## src/rtl/height_divider.sv

```systemverilog
// height_divider
//   Converts a perpendicular wall distance from the ray tracer into an
//   on-screen wall half-height:
//     out_height = min(floor((HALF_HEIGHT << FRAC_BITS) / in_dist), HALF_HEIGHT)
//   The quotient is produced by an iterative restoring divider that
//   resolves one bit per cycle, MSB first. A zero distance bypasses the
//   divider and reports the full HALF_HEIGHT.
//
// Ports
//   clk         sole clock, rising edge
//   reset       asynchronous, active-low
//   in_valid    tracer presents a column result
//   in_ready    block is idle and can accept a column result
//   in_dist     unsigned fixed-point distance, FRAC_BITS fractional bits
//   in_column   screen column index
//   in_side     wall side flag
//   out_valid   result available
//   out_ready   downstream consumes the result
//   out_height  wall half-height in pixels
//   out_column  column index carried with the result
//   out_side    side flag carried with the result
module height_divider #(
  parameter int HALF_HEIGHT = 240,
  parameter int FRAC_BITS   = 12,
  parameter int DIST_W      = 24
) (
  input  logic              clk,
  input  logic              reset,
  input  logic              in_valid,
  output logic              in_ready,
  input  logic [DIST_W-1:0] in_dist,
  input  logic [9:0]        in_column,
  input  logic              in_side,
  output logic              out_valid,
  input  logic              out_ready,
  output logic [7:0]        out_height,
  output logic [9:0]        out_column,
  output logic              out_side
);

  localparam int HH_W  = $clog2(HALF_HEIGHT + 1);
  localparam int QW    = HH_W + FRAC_BITS;
  localparam int CNT_W = $clog2(QW + 1);
  localparam logic [QW-1:0] NUMER = {HH_W'(HALF_HEIGHT), {FRAC_BITS{1'b0}}};

  typedef enum logic [1:0] {IDLE, DIV, DONE} state_t;

  state_t            state;
  logic [DIST_W-1:0] dist_r;
  logic [DIST_W-1:0] rem_r;
  logic [QW-1:0]     num_r;
  logic [QW-1:0]     quo_r;
  logic [CNT_W-1:0]  cnt_r;
  logic [9:0]        column_r;
  logic              side_r;

  logic [DIST_W:0]   rem_sh;
  logic              fits;
  logic [DIST_W-1:0] rem_next;

  function automatic logic [7:0] clamp_height(input logic [QW-1:0] q);
    if (q > QW'(HALF_HEIGHT)) return 8'(HALF_HEIGHT);
    else                      return q[7:0];
  endfunction

  // One restoring step: bring down the next numerator bit and subtract
  // the divisor when it fits. The remainder always stays below the
  // divisor, so it fits back into DIST_W bits.
  always_comb begin
    rem_sh   = {rem_r, num_r[QW-1]};
    fits     = (rem_sh >= {1'b0, dist_r});
    rem_next = fits ? DIST_W'(rem_sh - {1'b0, dist_r}) : DIST_W'(rem_sh);
  end

  always_ff @(posedge clk or negedge reset) begin
    if (!reset) begin
      state      <= IDLE;
      in_ready   <= 1'b0;
      out_valid  <= 1'b0;
      out_height <= '0;
      out_column <= '0;
      out_side   <= 1'b0;
      dist_r     <= '0;
      rem_r      <= '0;
      num_r      <= '0;
      quo_r      <= '0;
      cnt_r      <= '0;
      column_r   <= '0;
      side_r     <= 1'b0;
    end else begin
      case (state)
        IDLE: begin
          if (in_valid && in_ready) begin
            in_ready <= 1'b0;
            dist_r   <= in_dist;
            column_r <= in_column;
            side_r   <= in_side;
            rem_r    <= '0;
            num_r    <= NUMER;
            state    <= DIV;
            // A zero distance skips the iterations: an all-ones quotient
            // clamps to HALF_HEIGHT on the very next edge.
            if (in_dist == '0) begin
              quo_r <= '1;
              cnt_r <= CNT_W'(QW);
            end else begin
              quo_r <= '0;
              cnt_r <= '0;
            end
          end else begin
            in_ready <= 1'b1;
          end
        end
        DIV: begin
          if (cnt_r == CNT_W'(QW)) begin
            state      <= DONE;
            out_valid  <= 1'b1;
            out_height <= clamp_height(quo_r);
            out_column <= column_r;
            out_side   <= side_r;
          end else begin
            rem_r <= rem_next;
            num_r <= num_r << 1;
            quo_r <= {quo_r[QW-2:0], fits};
            cnt_r <= cnt_r + 1'b1;
          end
        end
        DONE: begin
          // in_ready rises only after the handshake edge, never alongside it.
          if (out_ready) begin
            out_valid <= 1'b0;
            in_ready  <= 1'b1;
            state     <= IDLE;
          end
        end
        default: begin
          state    <= IDLE;
          in_ready <= 1'b0;
        end
      endcase
    end
  end

endmodule

```

## config.mk

```make
export PLATFORM = sky130hd
export DESIGN_NAME = height_divider
export DESIGN_NICKNAME = d
export VERILOG_FILES = /design/src/rtl/height_divider.sv
export SDC_FILE = /design/constraint.sdc
export NUM_CORES = 1
export LEC_CHECK = 0
export ABC_CLOCK_PERIOD_IN_PS = 3600
export BUFFER_PORTS_ARGS = -buffer_cell sky130_fd_sc_hd__buf_4
export CAP_MARGIN = 20
export CORE_MARGIN = 1.5
export CORE_UTILIZATION = 61
export CTS_BUF_LIST = sky130_fd_sc_hd__clkbuf_8
export DETAILED_ROUTE_END_ITERATION = 16
export GPL_TIMING_DRIVEN = 0
export PLACE_DENSITY_LB_ADDON = 0.12
export SLEW_MARGIN = 20
export SYNTH_ARGS = -nofsm -noshare
export SYNTH_HDL_FRONTEND = slang
export SYNTH_SLANG_ARGS = --single-unit
```

## constraint.sdc

```tcl
create_clock -name clk -period 3.6 [get_ports clk]
set_input_delay 0 -clock clk [delete_from_list [all_inputs] [get_ports clk]]
set_output_delay 0 -clock clk [all_outputs]
set_load 0.05 [all_outputs]
```

=== Word-level counts from Yosys, hierarchy flattened ===
Index checks and enable logic that the tools add are counted.

* Latch bits: 0
* Memories: 0
* Logic and storage cells: 62
* Flip-flop bits (word level): 127
* Input port bits: 39
* Output and inout port bits: 21
* Bits in read-only memories: 0
* Memory bits (writable): 0

* Add/subtract/negate cells: 2
* Divide/modulo/power cells: 0
* Bitwise logic cells: 1
* Shift-type cells: 0
* Equal/unequal tests: 7
* Reductions and logical operators: 11
* Muxes and demuxes: 26
* $mul: 0
* $lt $le $gt $ge: 2

{| class="wikitable"
|+ Operator list
! cell !! count
|-
| $mux 20 || 5
|-
| $pmux 20 s2 || 2
|-
| $mux 24 || 3
|-
| $pmux 24 s2 || 1
|-
| $ge 25x24->1 || 1
|-
| $logic_not 24->1 || 1
|-
| $sub 24x24->24 || 1
|-
| $gt 20x8->1 const B || 1
|-
| $mux 5 || 3
|-
| $pmux 5 s2 || 1
|-
| $reduce_and 3->1 || 3
|-
| $mux 8 || 1
|-
| $ne 2x2->1 const B || 4
|-
| $mux 2 || 3
|-
| $pmux 2 s3 || 1
|-
| $reduce_and 2->1 || 3
|-
| $add 5x1->5 const B || 1
|-
| $eq 5x5->1 const B || 1
|-
| $mux 1 || 4
|-
| $reduce_bool 2->1 || 2
|-
| $pmux 1 s3 || 1
|-
| $eq 2x1->1 const B || 1
|-
| $eq 2x2->1 const B || 1
|-
| $logic_not 2->1 || 1
|-
| other kinds (3) || 3
|}

=== Longest topological paths before layout ===
* Word-level depth: 4
* Mapped depth: 14
* Mapped depth without buffers: 12

=== Worst setup path before layout ===
OpenSTA, ideal clock, no wires.

* Path kind: flip-flop to flip-flop
* Start point: register dist_r[1]
* End point: register rem_r[23]
* Stages on the path, launching flop included: 12
* Arrival time: 2.496 ns
* Period minus slack after synthesis: 2.573 ns
* Setup slack: 1.027 ns
* Library setup time: 0.076 ns
* Required time: 3.524 ns
* Path buffers: 0
* Cell sequence: dfrtp_1 inv_1 ha_1 nor2b_4 o31a_1 o31a_1 a211o_2 a2111oi_2 o31a_2 o21ai_2 xnor2_2 o21ai_1

* Word-level cells in the longest chain between the ends: 4
* Elaborated cells between the ends (all ways): 5
* Classes of those cells: 1 x add/sub; 1 x order compare; 3 x mux

{| class="wikitable"
|+ RTL lines
! element !! line !! RTL
|-
| start, declared || 49 || <nowiki>logic [DIST_W-1:0] dist_r;</nowiki>
|-
| start signal, assigned || 95 || <nowiki>dist_r <= in_dist;</nowiki>
|-
| $sub 24x24->24 or $ge 25x24->1 (tied branches) || 72, 71 ||
|-
| $mux 24 * || 72 || <nowiki>rem_next = fits ? DIST_W'(rem_sh - {1'b0, dist_r}) : DIST_W'(rem_sh);</nowiki>
|-
| $mux 24 * || 115 || <nowiki>if (cnt_r == CNT_W'(QW)) begin</nowiki>
|-
| $pmux 24 s2 * || 91 || <nowiki>case (state)</nowiki>
|-
| end signal, assigned || 122 || <nowiki>rem_r <= rem_next;</nowiki>
|-
| end, declared || 50 || <nowiki>logic [DIST_W-1:0] rem_r;</nowiki>
|}

Mark *: on every way between the ends. The rest lies on a longest branch, timed or not. The select of a mux whose other input is x is not followed.
A chain may end at the register's enable or synchronous reset.

=== Final worst setup path ===
* Start point: register num_r[19]
* End point: register rem_r[20]

* Word-level cells in the longest chain between the ends: 4
* Elaborated cells between the ends (all ways): 5
* Classes of those cells: 1 x add/sub; 1 x order compare; 3 x mux

{| class="wikitable"
|+ RTL lines
! element !! line !! RTL
|-
| start, declared || 51 || <nowiki>logic [QW-1:0] num_r;</nowiki>
|-
| start signal, assigned || 123 || <nowiki>num_r <= num_r << 1;</nowiki>
|-
| $sub 24x24->24 or $ge 25x24->1 (tied branches) || 72, 71 ||
|-
| $mux 24 * || 72 ||
|-
| $mux 24 * || 115 ||
|-
| $pmux 24 s2 * || 91 ||
|}

Marks and branches as above.

==> key figures <==
Outcome
  • Status: complete, no violations

STA
  • Final Hold Fails: 0
  • RSZ-0062 raised after global routing: false
  • Fmax achieved: 335 MHz
  • Post-layout min period: between 2 and 3 ns
  • Final worst setup slack: 0.614 ns
  • Setup Skew: approximately 0.016 ns
  • Worst hold slack: 0.131 ns
  • Tcrit/Tclk final: a little over 80%
  • Max Slew Vio Count: 0
  • Worst-margin pin slew: about 0.9 ns
  • Relative slew slack: roughly two fifths
  • Final TNS setup: 0 ns
  • Setup-failing EPs final: 0

Routing
  • Vias: ~5300
  • Wirelength, routed: 14900 microns
  • WL/cell: approximately 16 microns
  • Residual DRC count: 0
  • Final ANT Viol Nets: 0
  • Via-to-Cell Ratio: 5.83
  • Starting DRC count in detailed routing: 323
  • Drt pass-1 iters: 5

Clock tree
  • Clk sinks: ~110
  • Setup Buffers After CTS: 0
  • CTS tree: yes
  • H-tree Lvls: 3
  • Worst skew pair latency: approximately 0.38 ns
  • Clk slew on worst S/H paths: 0.12 ns
  • Max Buffers Root-to-Sink: 2
  • Post-CTS sizing: 0
  • Num CTS Buffers: 9
  • CTS root buf: clkbuf_8

Placement
  • Gpl congestion: slightly below 1
  • IO Port Bufs: 59
  • Pre-CTS WS: between 0.7 and 0.8 ns
  • Hpwl dp: 10000 microns

Setup path
  • Crit path kind: register to register
  • Worst-case reg-to-reg path depth: 12
  • Startpoint type of the worst setup path: register
  • Reg-to-Reg Start: num_r[19]
  • R2R Path End: rem_r[20]
  • Crit path capture: rem_r[20]
  • Max incr delay on CP: 0.40 ns
  • Crit path launch: num_r[19]
  • Slowest CP cell: o311ai_0
  • CP arrival: ~3.3 ns
  • Critical Path, Cell by Cell: inv_1, ha_1, fa_1, nor2b_1, o2111ai_1, o211ai_1, and3_1, a31oi_1, o311ai_0, a21oi_1, xor2_1, o21ai_0
  • Worst Path Max Fanout: 3
  • Crit path capture type: register
  • Worst reg-to-reg setup slack: 0.61 ns
  • CP required: about 3.9 ns

Floorplan
  • Row cnt: 35
  • Die area: 0.0102 sq mm
  • Core area: 0.00928 sq mm
  • Ports: 60
  • Die W: 101 microns
  • Die Height: 101 microns
  • Initial Util: a little over three fifths

Logic synthesis
  • Cell with the most instances after synthesis: nand2_1
  • Synth area leaders: dfrtp_1, nand2_1, o21ai_0
  • Syn Area/Cell: 8.81 sq um
  • Largest family of logic cells by synthesized area: compound AO/OA/AOI/OAI gates
  • Mapped Area: 0.00588 sq mm
  • Post-synth EDFFs: 0
  • Mapped Cells: 667
  • Syn_nets: roughly 730
  • Xor and xnor area share after synthesis: 3.11%
  • Top cells by count, synth: nand2_1, dfrtp_1, o21ai_0
  • Ys async rst share: 100%
  • Leading area contributor after synthesis: dfrtp_1
  • Synth Area in Compound Gates: 19.9%
  • Main flop type after synthesis: dfrtp_1
  • Synth warn: 0
  • Synthesized flop and latch total: 111
  • Unique masters post-synth: 56
  • Post-synthesis adder-cell area fraction: roughly 5.9%
  • Mux cell area share after synthesis: 1.36%
  • Post-synth top area share: 47.3%
  • Register area share after synthesis: 47.3%
  • Synth Area in Simple Gates: between 10% and 20%

Layout
  • Share of cells above drive strength 1: 12.2%
  • Final core utilization: 76.2%
  • Filler Cell Count: 702
  • Layout area overhead: 20.4%
  • Diodes inserted: 0
  • Final Net Count: ~840

Global routing
  • Pin count of the biggest net entering global routing: around 110
  • Vias in the first global route: approximately 5200
  • GRT overflow: 0
  • Most used routing layer: met2
  • Initial antenna violation count: 0
  • M2 GR Usage: around 51%
  • GR Util All Layers: 30.5%
  • Met1 usage: 40.2%
  • Met3 Use GR: 4.21%
  • Wire length of the first global-routing pass: about 24000 microns

Pwr
  • Cell leakage power: 0.00338 uW
  • VDD IR max: 795 uV
  • Power Dens Cells: 1100 mW/mm^2

Flow run
  • Max-cap viol count: 0

Hold path
  • Worst Hold Class: input port to async pin
worst max-delay path: cells and delay by family (launching register included):
kind / cells / cell delay (ns)
simple gates: 2 / 0.48
fa+ha+maj: 2 / 0.63
xor+xnor: 1 / 0.15
flops: 1 / 0.39
compound gates: 6 / 1.19
buf+inv: 1 / 0.07
per-layer routing:
metal / wire length (microns) / vias to the layer above / share of wire (%)
li1: - / 2526 / -
met5: 0 / - / 0
met4: 390 / 0 / 2.6
met2: 7310 / 209 / 49
met1: 6280 / 2533 / 42
met3: 925 / 35 / 6.2
placed cells by master, fill, tap and decap left out, types with 10 or more instances in the layout:
| cell type | synthesis | routed |
|---|---|---|
| ha_1 | 26 | 26 |
| a21oi_1 | 44 | 44 |
| nand2_1 | 145 | 145 |
| xnor2_1 | 10 | 10 |
| inv_1 | 40 | 41 |
| o21ai_0 | 86 | 86 |
| buf_4 | 0 | 58 |
| nand3_1 | 17 | 17 |
| dfrtp_1 | 111 | 111 |
| dlygate4sd3_1 | 0 | 37 |
| nor2_1 | 28 | 28 |
| nor4_1 | 11 | 11 |
| clkbuf_1 | 24 | 24 |
worst min-delay path by stage:
stage	from	end	slack, ns	cells past startpoint
6_report	reset	out_height[7]	0.13	2
5_1_grt	reset	quo_r[7]	0.18	2
4_1_cts	in_valid	state[0]	0.25	4
3_5_place_dp	in_column[3]	column_r[3]	0.20	3
3_3_place_gp	in_column[4]	column_r[4]	0.19	3
2_1_floorplan	reset	cnt_r[0]	-0.30	0
cell type report:
cell class | instances | area, sq um | share of cell area, %
inverter | 40 | 150 | 2.12
clock buffer | 9 | 124 | 1.75
tap | 129 | 161 | 2.28
multi-input combinational | 484 | 2790 | 39.5
clock inverter | 7 | 71.3 | 1.01
buffer | 32 | 154 | 2.17
timing repair buffer | 97 | 845 | 11.9
sequential | 111 | 2780 | 39.3
through the flow:
| stage | cell area, sq um | std cells | power, uW |
|---|---|---|---|
| after global routing | 7080 | 909 | 8380 |
| after global placement | 6480 | 855 | 6730 |
| after floorplan | 5880 | 667 | 5780 |
| after CTS | 7050 | 908 | 7690 |
| after detailed placement | 6480 | 855 | 6900 |
| final | 7080 | 909 | 7760 |
power breakdown:
part | internal, uW | total, uW | leakage, uW | switching [uW]
registers | 1850 | 2240 | 0.00141 | 388
logic | 1930 | 4780 | 0.00187 | 2850
clock network | 269 | 739 | 0.000101 | 469
total | 4050 | 7760 | 0.00338 | 3710
state kept, by name, indices dropped and copies added, names as in the netlist:
name        cells
cnt_r           5
column_r       10
dist_r         24
in_ready        1
num_r           4
out_column     10
out_height      8
out_side        1
out_valid       1
quo_r          20
rem_r          24
side_r          1
state           2
kinds of logic after synthesis:
kind of cell,count (synthesis)
and+or+nand+nor,234
adders and majority gates,27
xor gates and xnor gates,20
DFF,111
muxes,8
AOI/OAI and AO/OA,195
buffers and inverters,72
timing repair:
action                                  4_1_cts  5_1_grt
hold buffers                                 37        0
hold endpoints to repair                    149        0
endpoints found under the setup margin        0        0
Power figures use the tool's default switching activity.
